==> src/rtl/img_zoom_ctrl.sv <==
// Zoom controller: turns zoom button pulses into a clamped 6.5 fixed-point scale
// and its inverse floor(1024/scale), published as a frame-aligned one-cycle update.
module img_zoom_ctrl #(
    parameter int RATE_INIT = 32,
    parameter int RATE_MIN  = 8,
    parameter int RATE_MAX  = 96,
    parameter int RATE_STEP = 2
) (
    input  logic        clk,
    input  logic        rst,
    input  logic        i_zoom_in,
    input  logic        i_zoom_out,
    input  logic        i_frame_start,
    output logic [10:0] o_fix_rate,
    output logic [10:0] o_rate_coe,
    output logic        o_rate_coe_vld,
    output logic        o_busy
);

    localparam logic [10:0] L_INIT     = 11'(RATE_INIT);
    localparam logic [10:0] L_MIN      = 11'(RATE_MIN);
    localparam logic [10:0] L_MAX      = 11'(RATE_MAX);
    localparam logic [10:0] L_STEP     = 11'(RATE_STEP);
    localparam logic [10:0] L_DIVIDEND = 11'd1024;
    localparam logic [3:0]  L_LAST_IT  = 4'd10;

    typedef enum logic [1:0] {
        S_IDLE,
        S_DIV,
        S_WAIT
    } state_t;

    state_t      r_state;
    state_t      w_state_nxt;

    logic [10:0] r_target;
    logic [11:0] r_rem;
    logic [9:0]  r_quo;
    logic [3:0]  r_cnt;
    logic [10:0] r_coe;
    logic [10:0] r_fix_rate;
    logic [10:0] r_rate_coe;
    logic        r_vld;
    logic        r_busy;

    logic [10:0] w_cand;
    logic        w_load;
    logic        w_div_last;
    logic        w_publish;
    logic        w_bit;
    logic [11:0] w_shift;
    logic        w_ge;
    logic [11:0] w_rem_nxt;
    logic [10:0] w_quo_nxt;

    // Clamp is decided before the add/subtract so the result never wraps.
    always_comb begin
        w_cand = r_target;
        if (i_zoom_in && !i_zoom_out) begin
            w_cand = (r_target >= L_MAX - L_STEP) ? L_MAX : r_target + L_STEP;
        end else if (i_zoom_out && !i_zoom_in) begin
            w_cand = (r_target <= L_MIN + L_STEP) ? L_MIN : r_target - L_STEP;
        end
    end

    // One restoring-division step; a set remainder MSB means the shifted value overflows past any divisor.
    always_comb begin
        w_bit     = L_DIVIDEND[L_LAST_IT - r_cnt];
        w_shift   = {r_rem[10:0], w_bit};
        w_ge      = r_rem[11] || (w_shift >= {1'b0, r_target});
        w_rem_nxt = w_ge ? (w_shift - {1'b0, r_target}) : w_shift;
        w_quo_nxt = {r_quo, w_ge};
    end

    always_ff @(posedge clk) begin
        if (rst) begin
            r_state <= S_DIV;
        end else begin
            r_state <= w_state_nxt;
        end
    end

    always_comb begin
        w_state_nxt = r_state;
        w_load      = 1'b0;
        w_div_last  = 1'b0;
        w_publish   = 1'b0;
        case (r_state)
            S_IDLE: begin
                if (w_cand != r_target) begin
                    w_load      = 1'b1;
                    w_state_nxt = S_DIV;
                end
            end
            S_DIV: begin
                if (r_cnt == L_LAST_IT) begin
                    w_div_last  = 1'b1;
                    w_state_nxt = S_WAIT;
                end
            end
            S_WAIT: begin
                if (i_frame_start) begin
                    w_publish   = 1'b1;
                    w_state_nxt = S_IDLE;
                end
            end
            default: begin
                w_state_nxt = S_IDLE;
            end
        endcase
    end

    always_ff @(posedge clk) begin
        if (rst) begin
            r_target   <= L_INIT;
            r_rem      <= '0;
            r_quo      <= '0;
            r_cnt      <= '0;
            r_coe      <= '0;
            r_fix_rate <= '0;
            r_rate_coe <= '0;
            r_vld      <= 1'b0;
            r_busy     <= 1'b1;
        end else begin
            r_vld  <= w_publish;
            r_busy <= (w_state_nxt != S_IDLE);
            if (w_load) begin
                r_target <= w_cand;
                r_rem    <= '0;
                r_quo    <= '0;
                r_cnt    <= '0;
            end else if (r_state == S_DIV) begin
                r_rem <= w_rem_nxt;
                r_quo <= w_quo_nxt[9:0];
                r_cnt <= r_cnt + 4'd1;
                if (w_div_last) begin
                    r_coe <= w_quo_nxt;
                end
            end
            if (w_publish) begin
                r_fix_rate <= r_target;
                r_rate_coe <= r_coe;
            end
        end
    end

    assign o_fix_rate     = r_fix_rate;
    assign o_rate_coe     = r_rate_coe;
    assign o_rate_coe_vld = r_vld;
    assign o_busy         = r_busy;

endmodule

==> config.mk <==
export PLATFORM = sky130hd
export DESIGN_NAME = img_zoom_ctrl
export DESIGN_NICKNAME = d
export VERILOG_FILES = /design/src/rtl/img_zoom_ctrl.sv
export SDC_FILE = /design/constraint.sdc
export NUM_CORES = 1
export LEC_CHECK = 0
export ABC_AREA = 1
export CAP_MARGIN = 20
export CORE_ASPECT_RATIO = 1.75
export CORE_MARGIN = 2
export CORE_UTILIZATION = 40
export CTS_BUF_LIST = sky130_fd_sc_hd__clkbuf_4
export DETAILED_ROUTE_END_ITERATION = 12
export PLACE_DENSITY = 0.63
export SYNTH_ARGS = -nofsm -noshare
export SYNTH_HDL_FRONTEND = slang
export SYNTH_SLANG_ARGS = --single-unit
==> constraint.sdc <==
create_clock -name clk -period 5.6 [get_ports clk]
set_input_delay 0.56 -clock clk [delete_from_list [all_inputs] [get_ports clk]]
set_output_delay 0.56 -clock clk [all_outputs]
set_load 0.01 [all_outputs]
==> results by group, run 1 <==
Synthesis
  • Syn Area/Cell: around 6.9 µm²
  • Unique masters post-synth: 33
  • Yosys reg bits: 74
  • Sequential-to-total area share from yosys stat: 35.8%
  • Post-Syn Instances: between 500 and 600
  • Synth Net Count: a little over 600
  • Syn. warnings: 0
  • Post-Syn Area: around 4100 µm²

Placed design
  • Detailed placement HPWL: 7660 µm
  • Number of buffers added on ports: 28
  • Final Wtd Congestion: ~0.86
  • Dpl ws: roughly 2.2 ns
  • Post-place instance area: ~4500 µm²

Detailed routing
  • Drt drc: 0
  • Iter 0 DRT Violations: 130
  • Vias per cell: between 5 and 6
  • Drt total wl: between 10000 and 15000 µm
  • Wire per inst: approximately 13 µm
  • Antenna violation net count after detailed routing: 0
  • DR pass1 iterations: 7
  • DR vias: approximately 3800

Outcome
  • Outcome: completed

Floorplan
  • Core footprint: 10200 µm²
  • Initial core utilization: 40.7%
  • Total I/O pin count: 29
  • Chip height: about 140 µm
  • Num rows: 49
  • Die Wd: 80.9 µm
  • Die area: 11200 µm²

STA
  • Min Tclk post-route: roughly 3.4 ns
  • Actual slew at the worst max-slew pin: around 0.64 ns
  • Worst rel slew slack: between 50% and 60%
  • Crit share post-route: between 60% and 70%
  • Hold Violations, Final: 0
  • Unrepaired setup endpoints after global routing: false
  • Top achievable clock speed: 290 MHz
  • Final WS setup: about 2.2 ns
  • Worst clock skew: 0.0211 ns
  • Setup Viol. Count Final: 0
  • Setup TNS: 0 ns
  • Fin. max-slew vios: 0

Clocking
  • CTS Buffer Depth: 2
  • CTS Buf Count: 9
  • Clock Tree Root: clkbuf_4
  • H-tree levels: 3
  • Clk slew on worst S/H paths: roughly 0.13 ns
  • Hold-fix buffer count after cts: 0
  • Clock Latency Late Sink: approximately 0.44 ns
  • Post_cts resized: 0
  • TritonCTS clock tree: done
  • CTS Sinks: 74
  • Post-CTS Setup Inserts: 0

Hold path
  • Hold Crit Class: reg -> reg

Global routing
  • Congestion Overflow GR: 0
  • Overall routing resource usage: approximately a fifth
  • First-pass GRT wire length: 16600 µm
  • Largest net degree at the start of global routing: 46
  • Number of global-route vias before repair: ~3700
  • Initial antenna violation count: 1

Run
  • Max cap viols: 0

Pwr
  • Leakage: 2.11 nW
  • Max IR drop VDD: 189 µV
  • Pwr/cell area: ~340 nW/µm²

Finish
  • Layout Nets: roughly 640
  • Area grow syn2layout: 12.7%
  • Share of cells above drive strength 1: a little over a tenth
  • Post-layout util: a little under half
  • Filler cell count: 1105
  • Final Cell Area: 4660 µm²

Setup path
  • Critical Path RT: just under 6 ns
  • Crit path kind: reg -> reg
  • CP arrival: 3.76 ns
  • Setup crit end kind: flop
  • Critical path startpoint category: flop
  • R2r setup slk: 2.15 ns
  • Crit path max fanout: 13
state kept, by name, indices dropped and copies added (netlist names):
| signal | count |
|---|---|
| r_state | 2 |
| r_cnt | 4 |
| r_coe | 11 |
| r_rem | 12 |
| o_busy | 1 |
| r_quo | 10 |
| r_target | 11 |
| o_fix_rate | 11 |
| o_rate_coe | 11 |
| o_rate_coe_vld | 1 |
cell families (layout without fill, tap and decap cells):
| group | Yosys count | in the layout | share of synthesized area [%] |
|---|---|---|---|
| AO/OA/AOI/OAI | 125 | 125 | 15.7 |
| XOR/XNOR | 16 | 16 | 3.39 |
| adder cells (fa/ha/maj) | 17 | 17 | 5.32 |
| buffers and inverters | 107 | 133 | 10.2 |
| flip-flops | 74 | 74 | 35.8 |
| multiplexers | 5 | 5 | 1.21 |
| other | 0 | 1 | 0 |
| AND/OR/NAND/NOR | 255 | 255 | 28.4 |
Yosys cell counts:
cell       count  area [µm²]
a21o_1         3        22.5
a21oi_1       56         280
a22oi_1        3        22.5
a31oi_1        2        12.5
buf_2          5        25.0
buf_6          2        22.5
clkbuf_1      16        60.1
clkinv_1       1        3.75
dfxtp_1       74        1480
fa_1           1        20.0
ha_1          16         200
inv_1         77         289
inv_2          6        22.5
mux2i_1        5        50.1
nand2_1      118         443
nand2_2        3        18.8
nand2_4        3        33.8
nand3_1       38         190
nand3_2        2        20.0
nand3_4        1        17.5
nand3b_1       2        15.0
nand4_1        7        43.8
nor2_1        51         191
nor2_2        24         150
nor2_4         3        33.8
nor3_1         1        5.00
o2111ai_1      1        8.76
o211ai_1       1        7.51
o21ai_0       58         290
o21ai_1        1        5.00
or2_2          2        12.5
xnor2_1        5        43.8
xor2_1        11        96.3
power breakdown:
| part | total [mW] | leakage, nW | internal (mW) | switching (mW) |
|---|---|---|---|---|
| Clock | 0.361 | 0.0795 | 0.144 | 0.216 |
| Combinational | 0.600 | 1.43 | 0.237 | 0.363 |
| Sequential | 0.603 | 0.600 | 0.573 | 0.0301 |
| Total | 1.56 | 2.11 | 0.954 | 0.610 |
final timing paths:
| path | from | endpoint | cells after the start |
|---|---|---|---|
| setup / recovery | r_cnt[0] | r_rem[9] | 19 |
| hold / removal | o_rate_coe[8] | o_rate_coe[8] | 2 |
| setup reg to reg | r_cnt[0] | r_rem[9] | 19 |
| hold reg to reg | o_rate_coe[8] | o_rate_coe[8] | 2 |
routing by layer:
| metal | GRT usage (%) | wire length [µm] |
|---|---|---|
| met5 | 0 | 0 |
| met4 | 11.4 | 465 |
| met3 | 2.99 | 297 |
| met2 | 34.8 | 5510 |
| met1 | 19.3 | 3880 |
area by class of cell:
cell class | count | area [µm²] | share of cell area [%]
clock buffer | 9 | 67.6 | 1.45
timing repair buffer | 33 | 318 | 6.81
clock inverter | 7 | 83.8 | 1.80
antenna | 1 | 2.50 | 0.0536
multi-input combinational | 418 | 2240 | 48.0
tap | 127 | 159 | 3.41
inverter | 84 | 315 | 6.76
sequential | 74 | 1480 | 31.8
through the flow:
step	cells	power, mW	hold WS, ns
finish	753	1.56	0.456
global route	753	1.71	0.471
CTS	752	1.58	0.456
detailed placement	736	1.21	0.437
global placement	736	1.20	0.435
floorplan	599	1.10	0.441
cells in the final DEF, fill, tap and decap left out, types with 2 or more instances in the layout:
master,instances
a21o_1,3
a21oi_1,56
a22oi_1,3
a31oi_1,2
buf_4,5
clkbuf_4,9
clkdlybuf4s50_1,28
dfxtp_1,74
ha_1,16
inv_1,77
inv_2,6
inv_6,3
mux2i_1,5
nand2_1,118
nand2_2,3
nand2_4,3
nand3_1,38
nand3_2,2
nand3b_1,2
nand4_1,7
nor2_1,50
nor2_2,25
nor2_4,3
o21ai_0,58
or2_2,2
xnor2_1,5
xor2_1,11
worst max-delay path, stage by stage, from the launching register on:
cell	delay, ns
dfxtp_1	0.40
inv_1	0.09
ha_1	0.31
nand2_1	0.10
ha_1	0.18
fa_1	0.21
o21ai_0	0.18
nand2_1	0.10
nand3_1	0.10
nand2_1	0.08
nand2_1	0.06
nand2_1	0.08
inv_1	0.04
nor2_1	0.48
inv_1	0.35
or2_2	0.35
nand3_1	0.08
nand2_1	0.06
inv_1	0.06
nor2_2	0.03
Note: power is estimated with default switching activity, not from simulation.
==> run 2, diff against run 1 <==
==> constraint.sdc (replaced) <==
create_clock -name clk -period 3.3 [get_ports clk]
set_input_delay 0.33 -clock clk [delete_from_list [all_inputs] [get_ports clk]]
set_output_delay 0.33 -clock clk [all_outputs]
set_load 0.01 [all_outputs]
==> results by group, run 2 (synthesis gave the netlist of run 1 again) <==
Finish
  • Layout Nets: 653 (+1.7%)
  • Filler cell count: 1086 (-1.7%)
  • Commonest non-fill, non-tap cell in the layout: nand2_1
  • Max FFs per register: 12 (unchanged)
  • Area grow syn2layout: 14.6%
  • Top reg by flops: r_rem
  • Post-layout util: 46.6% (+0.77 points)
  • Most frequent cells in the layout: 118 x nand2_1, 77 x inv_1, 74 x dfxtp_1
  • Final Cell Area: 4740 µm² (+1.7%)
  • Share of cells above drive strength 1: 12.4% (+1.9 points)
  • Non-Filler Instances: 764 (+1.5%)

Global routing
  • Met3 usage in global routing: 3.13% (+0.13 points)
  • First-pass GRT wire length: 17100 µm (+2.8%)
  • GR Util met1: 19.8% (+0.52 points)
  • Largest net degree at the start of global routing: 46 (unchanged)
  • Busiest metal layer after global routing: met2
  • Met2 Use GR: 35.9% (+1.2 points)
  • Overall routing resource usage: 19.7% (+0.74 points)
  • Congestion Overflow GR: 0 (unchanged)
  • Initial antenna violation count: 1 (unchanged)
  • Number of global-route vias before repair: 3679 (-0.16%)

STA
  • Worst clock skew: 0.0187 ns (-0.00243 ns)
  • Hold Violations, Final: 0 (unchanged)
  • Setup Viol. Count Final: 0 (unchanged)
  • Fin. max-slew vios: 0 (unchanged)
  • Crit share post-route: 88.9% (+27 points)
  • Worst rel slew slack: 60.8% (+3.3 points)
  • Hold slack: 0.452 ns (-0.00383 ns)
  • Actual slew at the worst max-slew pin: 0.584 ns (-0.0512 ns)
  • Min Tclk post-route: 2.94 ns (-0.511 ns)
  • Top achievable clock speed: 341 MHz (+17%)

Setup path
  • Setup crit end kind: flop
  • Crit path cell chain: inv_1 -> ha_1 -> nand2_1 -> ha_1 -> fa_1 -> o21ai_2 -> nand2_1 -> nand3_1 -> nand2_1 -> nand2_1 -> nand2_1 -> inv_1 -> nor2_2 -> inv_1 -> buf_4 -> a21oi_1 -> o21ai_0 -> nand2_1 -> inv_1 -> nor2_1
  • Critical Path RT: 3.63 ns (-2.29 ns)
  • Crit-path max cell delay: 0.42 ns (-0.06 ns)
  • Worst reg2reg startpoint: r_cnt[0]
  • Crit path max fanout: 12 (-1)
  • Crit path to: r_rem[3]
  • Most frequent CP cell: nand2_1
  • Slowest CP cell: fa_1
  • Crit path launch: r_cnt[0]
  • WP buf/inv: 5 (+1)
  • R2R depth: 20 (+1)
  • Crit path max-delay family: adder cells
  • CP arrival: 3.26 ns (-0.50 ns)
  • Critical path startpoint category: flop
  • Worst R2R End: r_rem[3]
  • Critical path depth: 20 (+1)
  • Crit path kind: reg -> reg
  • R2r setup slk: 0.36 ns (-1.79 ns)

Clocking
  • CTS Buffer Depth: 2 (unchanged)
  • TritonCTS clock tree: done
  • Clock Latency Late Sink: 0.45 ns (about the same)
  • Clock Tree Root: clkbuf_4
  • H-tree levels: 3 (unchanged)
  • CTS Sinks: 74 (unchanged)
  • CTS Buf Count: 9 (unchanged)
  • Clk slew on worst S/H paths: 0.14 ns (about the same)

Floorplan
  • Initial core utilization: 40.7% (unchanged)
  • Die Wd: 80.9 µm (unchanged)
  • Core footprint: 10200 µm² (unchanged)
  • Total I/O pin count: 29 (unchanged)
  • Num rows: 49 (unchanged)
  • Die area: 11200 µm² (unchanged)
  • Chip height: 139 µm (unchanged)

Detailed routing
  • DR vias: 3889 (+2.2%)
  • Iter 0 DRT Violations: 160 (+23%)
  • Drt drc: 0 (unchanged)
  • Drt total wl: 10600 µm (+4.6%)
  • Wire per inst: 13.9 µm (+3.1%)
  • Antenna violation net count after detailed routing: 0 (unchanged)
  • DR pass1 iterations: 5 (-2)
  • Vias per cell: 5.09 (+0.68%)

Placed design
  • Detailed placement HPWL: 8060 µm (+5.2%)
  • Post-place instance area: 4590 µm² (+1.8%)
  • Number of buffers added on ports: 28 (unchanged)
  • Final Wtd Congestion: 0.921 (+6.8%)
  • Cell count after placement: 747 (+1.5%)

Pwr
  • Pwr/cell area: 568 nW/µm² (+69%)
  • Leakage: 2.17 nW (+2.7%)
  • Design Power: 2.69 mW (+72%)
  • Max IR drop VDD: 306 µV (+62%)

Outcome
  • Outcome: completed

Hold path
  • Hold Crit Class: reg -> reg

Run
  • Max cap viols: 0 (unchanged)
## run 2: area by class of cell
cell class / count / area (µm²) / share of cell area, %
inverters: 84 / 315 / 6.65
multi-input cells: 418 / 2240 / 47.3
clock inverters: 6 / 66.3 / 1.40
repair buffers: 44 / 400 / 8.44
flip-flops and latches: 74 / 1480 / 31.2
diodes: 1 / 2.50 / 0.0528
well taps: 127 / 159 / 3.35
clock buffers: 10 / 75.1 / 1.58
## run 2: worst min-delay path by stage
stage	from	end	cells after the start	slack, ns
floorplan	rst	o_rate_coe_vld	1	0.40
global placement	o_fix_rate[5]	o_fix_rate[5]	2	0.43
detailed placement	o_rate_coe[10]	o_rate_coe[10]	2	0.44
CTS	o_rate_coe[10]	o_rate_coe[10]	2	0.45
global route	o_fix_rate[7]	o_fix_rate[7]	2	0.48
finish	o_rate_coe[10]	o_rate_coe[10]	2	0.45
## run 2: worst register-to-register path: stages, from the launching register on
cell and delay (ns):
dfxtp_1 0.40, inv_1 0.09, ha_1 0.30, nand2_1 0.07, ha_1 0.21, fa_1 0.42, o21ai_2 0.21, nand2_1 0.07
nand3_1 0.10, nand2_1 0.06, nand2_1 0.07, nand2_1 0.07, inv_1 0.07, nor2_2 0.09, inv_1 0.08, buf_4 0.18
a21oi_1 0.08, o21ai_0 0.10, nand2_1 0.07, inv_1 0.06, nor2_1 0.03
## run 2: timing repair
item,in CTS,in global routing
resized for setup,0,3
hold buffers,0,0
setup buffers,0,0
setup endpoints to repair,0,12
## run 2: metal layers
metal  routed length [µm]  share of wire [%]
met1                 4110                 39
met2                 5790                 55
met3                  227                2.1
met4                  487                4.6
met5                    0                  0
## run 2: report_power, final
part | switching [mW] | internal (mW) | total [mW]
clock | 0.349 | 0.242 | 0.592
sequential | 0.0540 | 0.972 | 1.03
combinational | 0.640 | 0.435 | 1.08
## run 2: through the flow
step | setup WS, ns | setup TNS, ns
6_report | 0.365 | 0
5_1_grt | -0.00895 | -0.00895
4_1_cts | 0.140 | 0
3_5_place_dp | 0.167 | 0
3_3_place_gp | 0.296 | 0
2_1_floorplan | 0.579 | 0
